--- src/rtl/adc_seq_pkg.sv ---
// Shared state type, widths and clamp helper for the ADC pair sequencer.
package adc_seq_pkg;

    localparam int unsigned DATA_W_DEF = 16;
    localparam int unsigned VOLT_W_DEF = 12;

    typedef enum logic [1:0] {
        IDLE,
        ARM,
        CAPTURE,
        DONE
    } seqState_e;

    // Negative readings clamp to zero; otherwise keep the 12 magnitude MSBs.
    function automatic logic [VOLT_W_DEF-1:0] clampVolt(
        input logic [DATA_W_DEF-1:0] raw
    );
        return raw[DATA_W_DEF-1] ? '0 : raw[DATA_W_DEF-2:3];
    endfunction

endpackage

--- src/rtl/adc_seq_chan_capture.sv ---
// One ADC channel: enable, done flag and coherent raw/volt capture.
module adc_seq_chan_capture
    import adc_seq_pkg::*;
#(
    parameter int unsigned DATA_W = DATA_W_DEF,
    parameter int unsigned VOLT_W = VOLT_W_DEF
) (
    input  logic              clk_i,
    input  logic              rst_i,
    input  logic              start,
    input  logic              abort,
    input  logic              capture,
    input  logic              ready,
    input  logic [DATA_W-1:0] data,
    output logic              en,
    output logic              done,
    output logic [DATA_W-1:0] raw,
    output logic [VOLT_W-1:0] volt
);

    always_ff @(posedge clk_i) begin
        if (rst_i) begin
            en   <= 1'b0;
            done <= 1'b0;
            raw  <= '0;
            volt <= '0;
        end else if (start) begin
            en   <= 1'b1;
            done <= 1'b0;
        end else if (abort) begin
            en <= 1'b0;
        end else if (capture && ready && !done) begin
            raw  <= data;
            volt <= clampVolt(data);
            done <= 1'b1;
            en   <= 1'b0;
        end
    end

endmodule

--- src/rtl/adc_pair_sequencer.sv ---
// Sequences both ADC readers per trigger; ADC_SEQ_STATS_EN adds overrun/timeout counters.
module adc_pair_sequencer
    import adc_seq_pkg::*;
#(
    parameter int unsigned TIMEOUT_CYCLES = 27000,
    parameter int unsigned DATA_W         = DATA_W_DEF,
    parameter int unsigned VOLT_W         = VOLT_W_DEF
) (
    input  logic              clk_i,
    input  logic              rst_i,
    input  logic              trig_i,
    output logic              ch1_en_o,
    input  logic              ch1_ready_i,
    input  logic [DATA_W-1:0] ch1_data_i,
    output logic              ch2_en_o,
    input  logic              ch2_ready_i,
    input  logic [DATA_W-1:0] ch2_data_i,
    output logic              sample_valid_o,
    output logic [DATA_W-1:0] ch1_raw_o,
    output logic [DATA_W-1:0] ch2_raw_o,
    output logic [VOLT_W-1:0] ch1_volt_o,
    output logic [VOLT_W-1:0] ch2_volt_o,
    output logic              busy_o,
    output logic              timeout_o
`ifdef ADC_SEQ_STATS_EN
    ,
    output logic [15:0]       overrun_cnt_o,
    output logic [15:0]       timeout_cnt_o
`endif
);

    localparam int unsigned TW = (TIMEOUT_CYCLES > 2) ? $clog2(TIMEOUT_CYCLES) : 1;
    localparam logic [TW-1:0] TLIM = TW'(TIMEOUT_CYCLES - 1);

    seqState_e stateQ, stateD;
    logic [TW-1:0] timerQ;
    logic timeoutQ;
    logic start, abort, inCapture, timing, timerHit;
    logic done1, done2;

    assign start     = (stateQ == IDLE) && trig_i;
    assign inCapture = (stateQ == CAPTURE);
    assign timing    = (stateQ == ARM) || inCapture;
    assign timerHit  = timing && (timerQ == TLIM);

    always_comb begin
        stateD = stateQ;
        abort  = 1'b0;
        unique case (stateQ)
            IDLE: if (trig_i) stateD = ARM;
            ARM: begin
                if (timerHit) begin
                    stateD = IDLE;
                    abort  = 1'b1;
                end else if (!ch1_ready_i && !ch2_ready_i) begin
                    stateD = CAPTURE;
                end
            end
            CAPTURE: begin
                if (done1 && done2) begin
                    stateD = DONE;
                end else if (timerHit) begin
                    stateD = IDLE;
                    abort  = 1'b1;
                end
            end
            DONE:    stateD = IDLE;
            default: stateD = IDLE;
        endcase
    end

    always_ff @(posedge clk_i) begin
        if (rst_i) begin
            stateQ   <= IDLE;
            timerQ   <= '0;
            timeoutQ <= 1'b0;
        end else begin
            stateQ   <= stateD;
            timeoutQ <= abort;
            if (start) timerQ <= '0;
            else if (timing) timerQ <= timerQ + TW'(1);
        end
    end

    adc_seq_chan_capture #(.DATA_W(DATA_W), .VOLT_W(VOLT_W)) u_ch1 (
        .clk_i   (clk_i),
        .rst_i   (rst_i),
        .start   (start),
        .abort   (abort),
        .capture (inCapture),
        .ready   (ch1_ready_i),
        .data    (ch1_data_i),
        .en      (ch1_en_o),
        .done    (done1),
        .raw     (ch1_raw_o),
        .volt    (ch1_volt_o)
    );

    adc_seq_chan_capture #(.DATA_W(DATA_W), .VOLT_W(VOLT_W)) u_ch2 (
        .clk_i   (clk_i),
        .rst_i   (rst_i),
        .start   (start),
        .abort   (abort),
        .capture (inCapture),
        .ready   (ch2_ready_i),
        .data    (ch2_data_i),
        .en      (ch2_en_o),
        .done    (done2),
        .raw     (ch2_raw_o),
        .volt    (ch2_volt_o)
    );

    assign sample_valid_o = (stateQ == DONE);
    assign busy_o         = (stateQ != IDLE);
    assign timeout_o      = timeoutQ;

`ifdef ADC_SEQ_STATS_EN
    always_ff @(posedge clk_i) begin
        if (rst_i) begin
            overrun_cnt_o <= '0;
            timeout_cnt_o <= '0;
        end else begin
            if (trig_i && stateQ != IDLE && overrun_cnt_o != 16'hFFFF)
                overrun_cnt_o <= overrun_cnt_o + 16'd1;
            if (abort && timeout_cnt_o != 16'hFFFF)
                timeout_cnt_o <= timeout_cnt_o + 16'd1;
        end
    end
`endif

endmodule

--- config.mk ---
export PLATFORM = sky130hd
export DESIGN_NAME = adc_pair_sequencer
export DESIGN_NICKNAME = d
export VERILOG_FILES = /design/src/rtl/adc_seq_pkg.sv /design/src/rtl/adc_seq_chan_capture.sv /design/src/rtl/adc_pair_sequencer.sv
export SDC_FILE = /design/constraint.sdc
export NUM_CORES = 1
export LEC_CHECK = 0
export ABC_AREA = 1
export CAP_MARGIN = 10
export CORE_MARGIN = 2
export CORE_UTILIZATION = 44
export DETAILED_ROUTE_END_ITERATION = 12
export HOLD_SLACK_MARGIN = 0.1
export PLACE_DENSITY_LB_ADDON = 0.25
export SYNTH_ARGS = -nofsm -noshare
export SYNTH_HDL_FRONTEND = slang
export SYNTH_SLANG_ARGS = --single-unit
export TNS_END_PERCENT = 30
--- constraint.sdc ---
create_clock -name clk_i -period 1.9 [get_ports clk_i]
set_clock_uncertainty 0.15 [all_clocks]
set_input_delay 0.57 -clock clk_i [delete_from_list [all_inputs] [get_ports clk_i]]
set_output_delay 0.57 -clock clk_i [all_outputs]
set_load 0.05 [all_outputs]
# Word-level counts from Yosys, hierarchy flattened
# Index checks and enable logic that the tools add are counted.
# op_classes
n_addsub	1
eq_ne	7
muxes	17
n_bitwise	2
n_reduce_logical	23
# ops
operator	n
12-bit 2-to-1 mux	2
15-bit by 1-bit adder with 15-bit output, second input constant	1
15-bit equality test, second input constant	1
2-bit 2-to-1 mux	5
3-bit AND reduction	3
1-bit logical AND	8
1-bit 2-to-1 mux	8
2-bit one-hot mux with 4 select lines	1
3-bit nonzero test	2
2-bit equality test, second input constant	2
1-bit zero test	4
2-bit AND reduction	2
3-bit by 1-bit != test with 1-bit output, second input constant	1
3-bit by 2-bit != test with 1-bit output, second input constant	1
2-bit by 1-bit equality test with 1-bit output, second input constant	1
2-bit zero test	1
2-bit != test, second input constant	1
1-bit NOT	2
1-bit one-hot mux with 2 select lines	1
2-bit nonzero test	1
2-bit OR reduction	1
1-bit logical OR	1
# totals
regBits	78
elab_cells	61

# Logic depth before layout (Yosys ltp)
# depth
ltp_word	8
mapped_depth	14
ltp_nobuf	13

# By module
# Synthesis repeated with hierarchy kept, for this count alone.
# hier_totals
hier_cells	525
area_unflattened_um2	3746.1
# by_module_without_submodules
module	n_inst	cells_per_inst	area_each_um2	seq_area_each_um2
adc_seq_chan_capture	2	185	1340.0	600.6
adc_pair_sequencer	1	155	1066.0	360.3

# Worst setup path before layout
# No wires, ideal clock.
# synth_timing
path_kind	register -> register
from	reg stateQ[0]
to	reg u_ch1.raw[10]
setup_time_ns	0.071
arrival_time_ns	1.696
slack_ns	-0.017
stages_incl_launch_ff	13
path_buffers	2
synth_period_minus_slack_ns	1.917
path_cell_list	dfxtp_1 -> inv_1 -> ha_1 -> buf_4 -> nand2_1 -> inv_2 -> nand2_2 -> nor2_4 -> nand3_4 -> nand3_4 -> buf_6 -> nand2_2 -> a21oi_2
# synth_via
elab_chain_cells	8
word_cells_on_any_way	14
cone_classes	2 x eq/ne; 3 x mux; 2 x bitwise; 7 x reduce/logical
# synth_rtl
item	line	source
from (decl)	adc_pair_sequencer.sv:35	seqState_e stateQ, stateD;
from (signal assigned)	adc_pair_sequencer.sv:78	stateQ <= stateD;
2-bit by 1-bit equality test with 1-bit output or 2-bit equality test (tied branches)	adc_pair_sequencer.sv:43, adc_pair_sequencer.sv:42	
1-bit logical OR *	adc_pair_sequencer.sv:43	assign timing = (stateQ == ARM) || inCapture;
named net timing	adc_pair_sequencer.sv:38	logic start, abort, inCapture, timing, timerHit;
1-bit logical AND *	adc_pair_sequencer.sv:44	assign timerHit = timing && (timerQ == TLIM);
1-bit 2-to-1 mux *	adc_pair_sequencer.sv:52, adc_pair_sequencer.sv:62	
1-bit 2-to-1 mux	adc_pair_sequencer.sv:60	if (done1 && done2) begin
1-bit one-hot mux with 2 select lines *	adc_pair_sequencer.sv:49	unique case (stateQ)
1-bit NOT (no source line) *	-	
3-bit AND reduction (no source line) *	-	
to (signal assigned)	adc_seq_chan_capture.sv:33	raw <= data;
to (decl)	adc_seq_chan_capture.sv:17	output logic [DATA_W-1:0] raw,
# The timed path passes the listed nets; every way through them passes the cells marked *.
# A chain may end at the register's enable or synchronous reset.

# Worst setup path after layout
# layout_timing
from	reg stateQ[0]
to	reg u_ch2.raw[1]
# layout_via
elab_chain_cells	8
word_cells_on_any_way	14
cone_classes	2 x eq/ne; 3 x mux; 2 x bitwise; 7 x reduce/logical
# layout_rtl
item	line
2-bit by 1-bit equality test with 1-bit output or 2-bit equality test (tied branches)	adc_pair_sequencer.sv:43, adc_pair_sequencer.sv:42
1-bit logical OR *	adc_pair_sequencer.sv:43
named net timing	adc_pair_sequencer.sv:38
1-bit logical AND *	adc_pair_sequencer.sv:44
1-bit 2-to-1 mux *	adc_pair_sequencer.sv:52, adc_pair_sequencer.sv:62
1-bit 2-to-1 mux	adc_pair_sequencer.sv:60
1-bit one-hot mux with 2 select lines *	adc_pair_sequencer.sv:49
1-bit NOT (no source line) *	-
3-bit AND reduction (no source line) *	-
to (signal assigned)	adc_seq_chan_capture.sv:33
to (decl)	adc_seq_chan_capture.sv:17
# Marks and branches as above.

==> results.json <==
{
  "cts.sinks": 78,
  "detail_route.vias_per_cell": 5.32,
  "grt-busiest-layer": "met2",
  "htree_levels": 3,
  "tightest_slew_ns": 0.330,
  "detailed_place_hpwl_um": 7200,
  "synth.cell_area_um2": 3630,
  "status": "completed",
  "first_global_vias": 3575,
  "io_buffer_count": 97,
  "detailedRoute.firstIterationViolations": 239,
  "drive_above_1_share_pct": 32.4,
  "diodes": 0,
  "grt.overflow.total": 0,
  "initial_core_util_pct": 44.9,
  "worst-setup-path-type": "reg -> reg",
  "final-hold-violation-count": 0,
  "power.ir.vdd_worst_mv": 0.953,
  "flow.area_growth_from_synthesis_pct": 63.4,
  "fin_ws_ns": 0.0220,
  "rsz0062_at_grt": "true",
  "drt-wirelength-per-cell_um": 15.8,
  "report.final.slew_viol_count": 0,
  "pre_cts_slack_ns": -0.215,
  "die-area_um2": 9000,
  "ant_nets_after_route": 0,
  "fill_cells": 598,
  "placement_rows": 33,
  "finalNetCount": 634,
  "cts_tree": "done",
  "clock-root-buffer": "sky130_fd_sc_hd__clkbuf_8",
  "ys_seq_area_share_pct": 43.0,
  "crit_path_start_kind": "flop",
  "core_area_um2": 8090,
  "power_density_nw_per_um2": 967,
  "synthDominantAreaCellType": "sky130_fd_sc_hd__dfxtp_1",
  "drv.max_cap_violation_count": 0,
  "synth.yosys.warnings": 0,
  "grt_pass1_wl_um": 17200,
  "postSynthRegisterBits": 78,
  "worstPathRequired_ns": 2.03,
  "die_height_um": 94.9,
  "syn_avg_cell_area_um2": 7.62,
  "grt_start_max_net_pins": 60,
  "reg2reg_slack_ns": 0.02,
  "timing.max_slew.rel_slack_pct": 78.0,
  "cell_count_final_fillers_out": 700,
  "met1_usage_pct": 30.3,
  "firstDrtPassIters": 4,
  "die_w_um": 94.9,
  "grtUsageMet2_pct": 41.4,
  "insertion_delay_ns": 0.35,
  "post-route-min-period_ns": 1.88,
  "clk_pin_slew_ns": 0.08,
  "grt_antenna_before_repair": 0,
  "report.final.setup_viol": 0,
  "numCtsBuffers": 9,
  "synthDominantCellAreaShare_pct": 43.0,
  "routed-via-count": 3727,
  "power.leakage_uw": 0.00224,
  "fmax_ghz": 0.532,
  "buffers_from_clock_root_to_sink_at_most": 2,
  "gp_routability_congestion": 0.837,
  "gr-usage-met3_pct": 4.31,
  "synthesis.nets": 520,
  "syn_inst": 477,
  "drt_drc_violations_left": 0,
  "tns_ns": 0,
  "routed_wl_um": 11100,
  "yosys-top-cells-area": "sky130_fd_sc_hd__dfxtp_1, sky130_fd_sc_hd__nand4_1, sky130_fd_sc_hd__nand2_1",
  "synth.distinct_cells": 25,
  "floorplan.io_pins": 98,
  "global_route.usage.total_pct": 24.3,
  "post-route-period-util_pct": 98.8,
  "critical_path_peak_fanout": 14,
  "element_type_at_the_critical_path_end": "flop",
  "min-delay-path-class": "reg -> reg",
  "critical_path_arrival_ns": 2.01,
  "dp_cells": 671
}
## per-layer routing
| layer | up-vias | share of wire (%) |
|---|---|---|
| met4 | 0 | 1.9 |
| li1 | 1816 | - |
| met1 | 1763 | 40 |
| met2 | 131 | 51 |
| met5 | - | 0 |
| met3 | 17 | 6.4 |
## state kept, by name (all words and copies together) (netlist names)
signal,cells
u_ch2.done,1
u_ch1.en,1
stateQ,2
timerQ,15
u_ch1.volt,12
u_ch2.raw,16
u_ch2.en,1
u_ch1.done,1
u_ch1.raw,16
u_ch2.volt,12
timeout_o,1
## cell type report
cell class / count / area, um^2 / area share, %
timing repair buffer: 136 / 2090 / 35.2
multi-input combinational: 314 / 1780 / 29.9
sequential: 78 / 1570 / 26.4
inverter: 52 / 198 / 3.33
clock buffer: 11 / 151 / 2.55
tap: 105 / 131 / 2.21
clock inverter: 4 / 22.5 / 0.379
## path summary, 6_finish.rpt
| path | cells past startpoint | start | to |
|---|---|---|---|
| worst min register to register | 2 | timerQ[14]$_SDFFE_PP0P_ | timerQ[14]$_SDFFE_PP0P_ |
| worst min-delay path | 2 | timerQ[14]$_SDFFE_PP0P_ | timerQ[14]$_SDFFE_PP0P_ |
| worst max-delay path | 12 | stateQ[0]$_SDFFE_PP0P_ | u_ch2.raw[1]$_SDFFE_PP0P_ |
| worst max register to register | 12 | stateQ[0]$_SDFFE_PP0P_ | u_ch2.raw[1]$_SDFFE_PP0P_ |
## critical path: stages, from the launching register on
cell and delay, ns:
sky130_fd_sc_hd__dfxtp_2 0.34, sky130_fd_sc_hd__inv_2 0.06, sky130_fd_sc_hd__ha_4 0.27, sky130_fd_sc_hd__nand2_2 0.05
sky130_fd_sc_hd__inv_2 0.05, sky130_fd_sc_hd__nand2_2 0.07, sky130_fd_sc_hd__nor2_4 0.10, sky130_fd_sc_hd__nand3_4 0.10
sky130_fd_sc_hd__buf_6 0.14, sky130_fd_sc_hd__nand3_4 0.10, sky130_fd_sc_hd__clkbuf_16 0.20, sky130_fd_sc_hd__nand2_1 0.06
sky130_fd_sc_hd__a21oi_1 0.12
## cells in the mapped netlist, drive strengths merged
cell	count
a211oi	1
a21oi	73
a31oi	1
buf	19
clkbuf	14
dfxtp	78
ha	6
inv	52
nand2	100
nand3	13
nand3b	1
nand4	60
nor2	47
nor3	1
nor3b	1
o21ai	9
xnor2	1
## layout by cell type (no fill, tap or decap), types with 4 or more instances in the layout
cell,n
sky130_fd_sc_hd__inv_1,45
sky130_fd_sc_hd__nand3_1,9
sky130_fd_sc_hd__buf_12,70
sky130_fd_sc_hd__nand2_1,74
sky130_fd_sc_hd__clkdlybuf4s50_1,35
sky130_fd_sc_hd__buf_4,22
sky130_fd_sc_hd__dfxtp_1,74
sky130_fd_sc_hd__nor2_1,43
sky130_fd_sc_hd__o21ai_0,7
sky130_fd_sc_hd__ha_1,4
sky130_fd_sc_hd__nand2_2,25
sky130_fd_sc_hd__clkbuf_8,11
sky130_fd_sc_hd__a21oi_2,28
sky130_fd_sc_hd__inv_2,6
sky130_fd_sc_hd__a21oi_1,45
sky130_fd_sc_hd__dfxtp_2,4
sky130_fd_sc_hd__nand4_1,60
## kinds of logic after synthesis
| group | share of synthesized area [%] |
|---|---|
| AND/OR/NAND/NOR | 30.6 |
| XOR/XNOR | 0.241 |
| adder cells (fa/ha/maj) | 2.07 |
| buffers and inverters | 10.4 |
| AO/OA/AOI/OAI | 13.7 |
| flip-flops | 43.0 |
## timing repair
| item | CTS | global route |
|---|---|---|
| gates resized for setup | 13 | 29 |
| hold buffers | 0 | 0 |
| gates cloned | 3 | 2 |
| pin swaps | 5 | 14 |
| setup endpoints to repair | 59 | 66 |
| buffers inserted | 10 | 1 |
## where the power goes
part / leakage [uW] / switching, uW / total (uW) / internal (uW)
Combinational: 0.00152 / 1420 / 2670 / 1250
Clock: 0.0000910 / 597 / 1130 / 532
Sequential: 0.000632 / 154 / 1940 / 1780
## per-stage QoR
step	total power [uW]	hold WS [ns]	utilization, %	area, um^2
6_report	5740	0.312	73.4	5940
5_1_grt	6020	0.326	73.4	5940
4_1_cts	5580	0.313	71.6	5790
3_5_place_dp	4260	0.302	67.2	5440
3_3_place_gp	4210	0.298	67.2	5440
2_1_floorplan	3220	0.289	-	3640
Power figures use the tool's default switching activity.
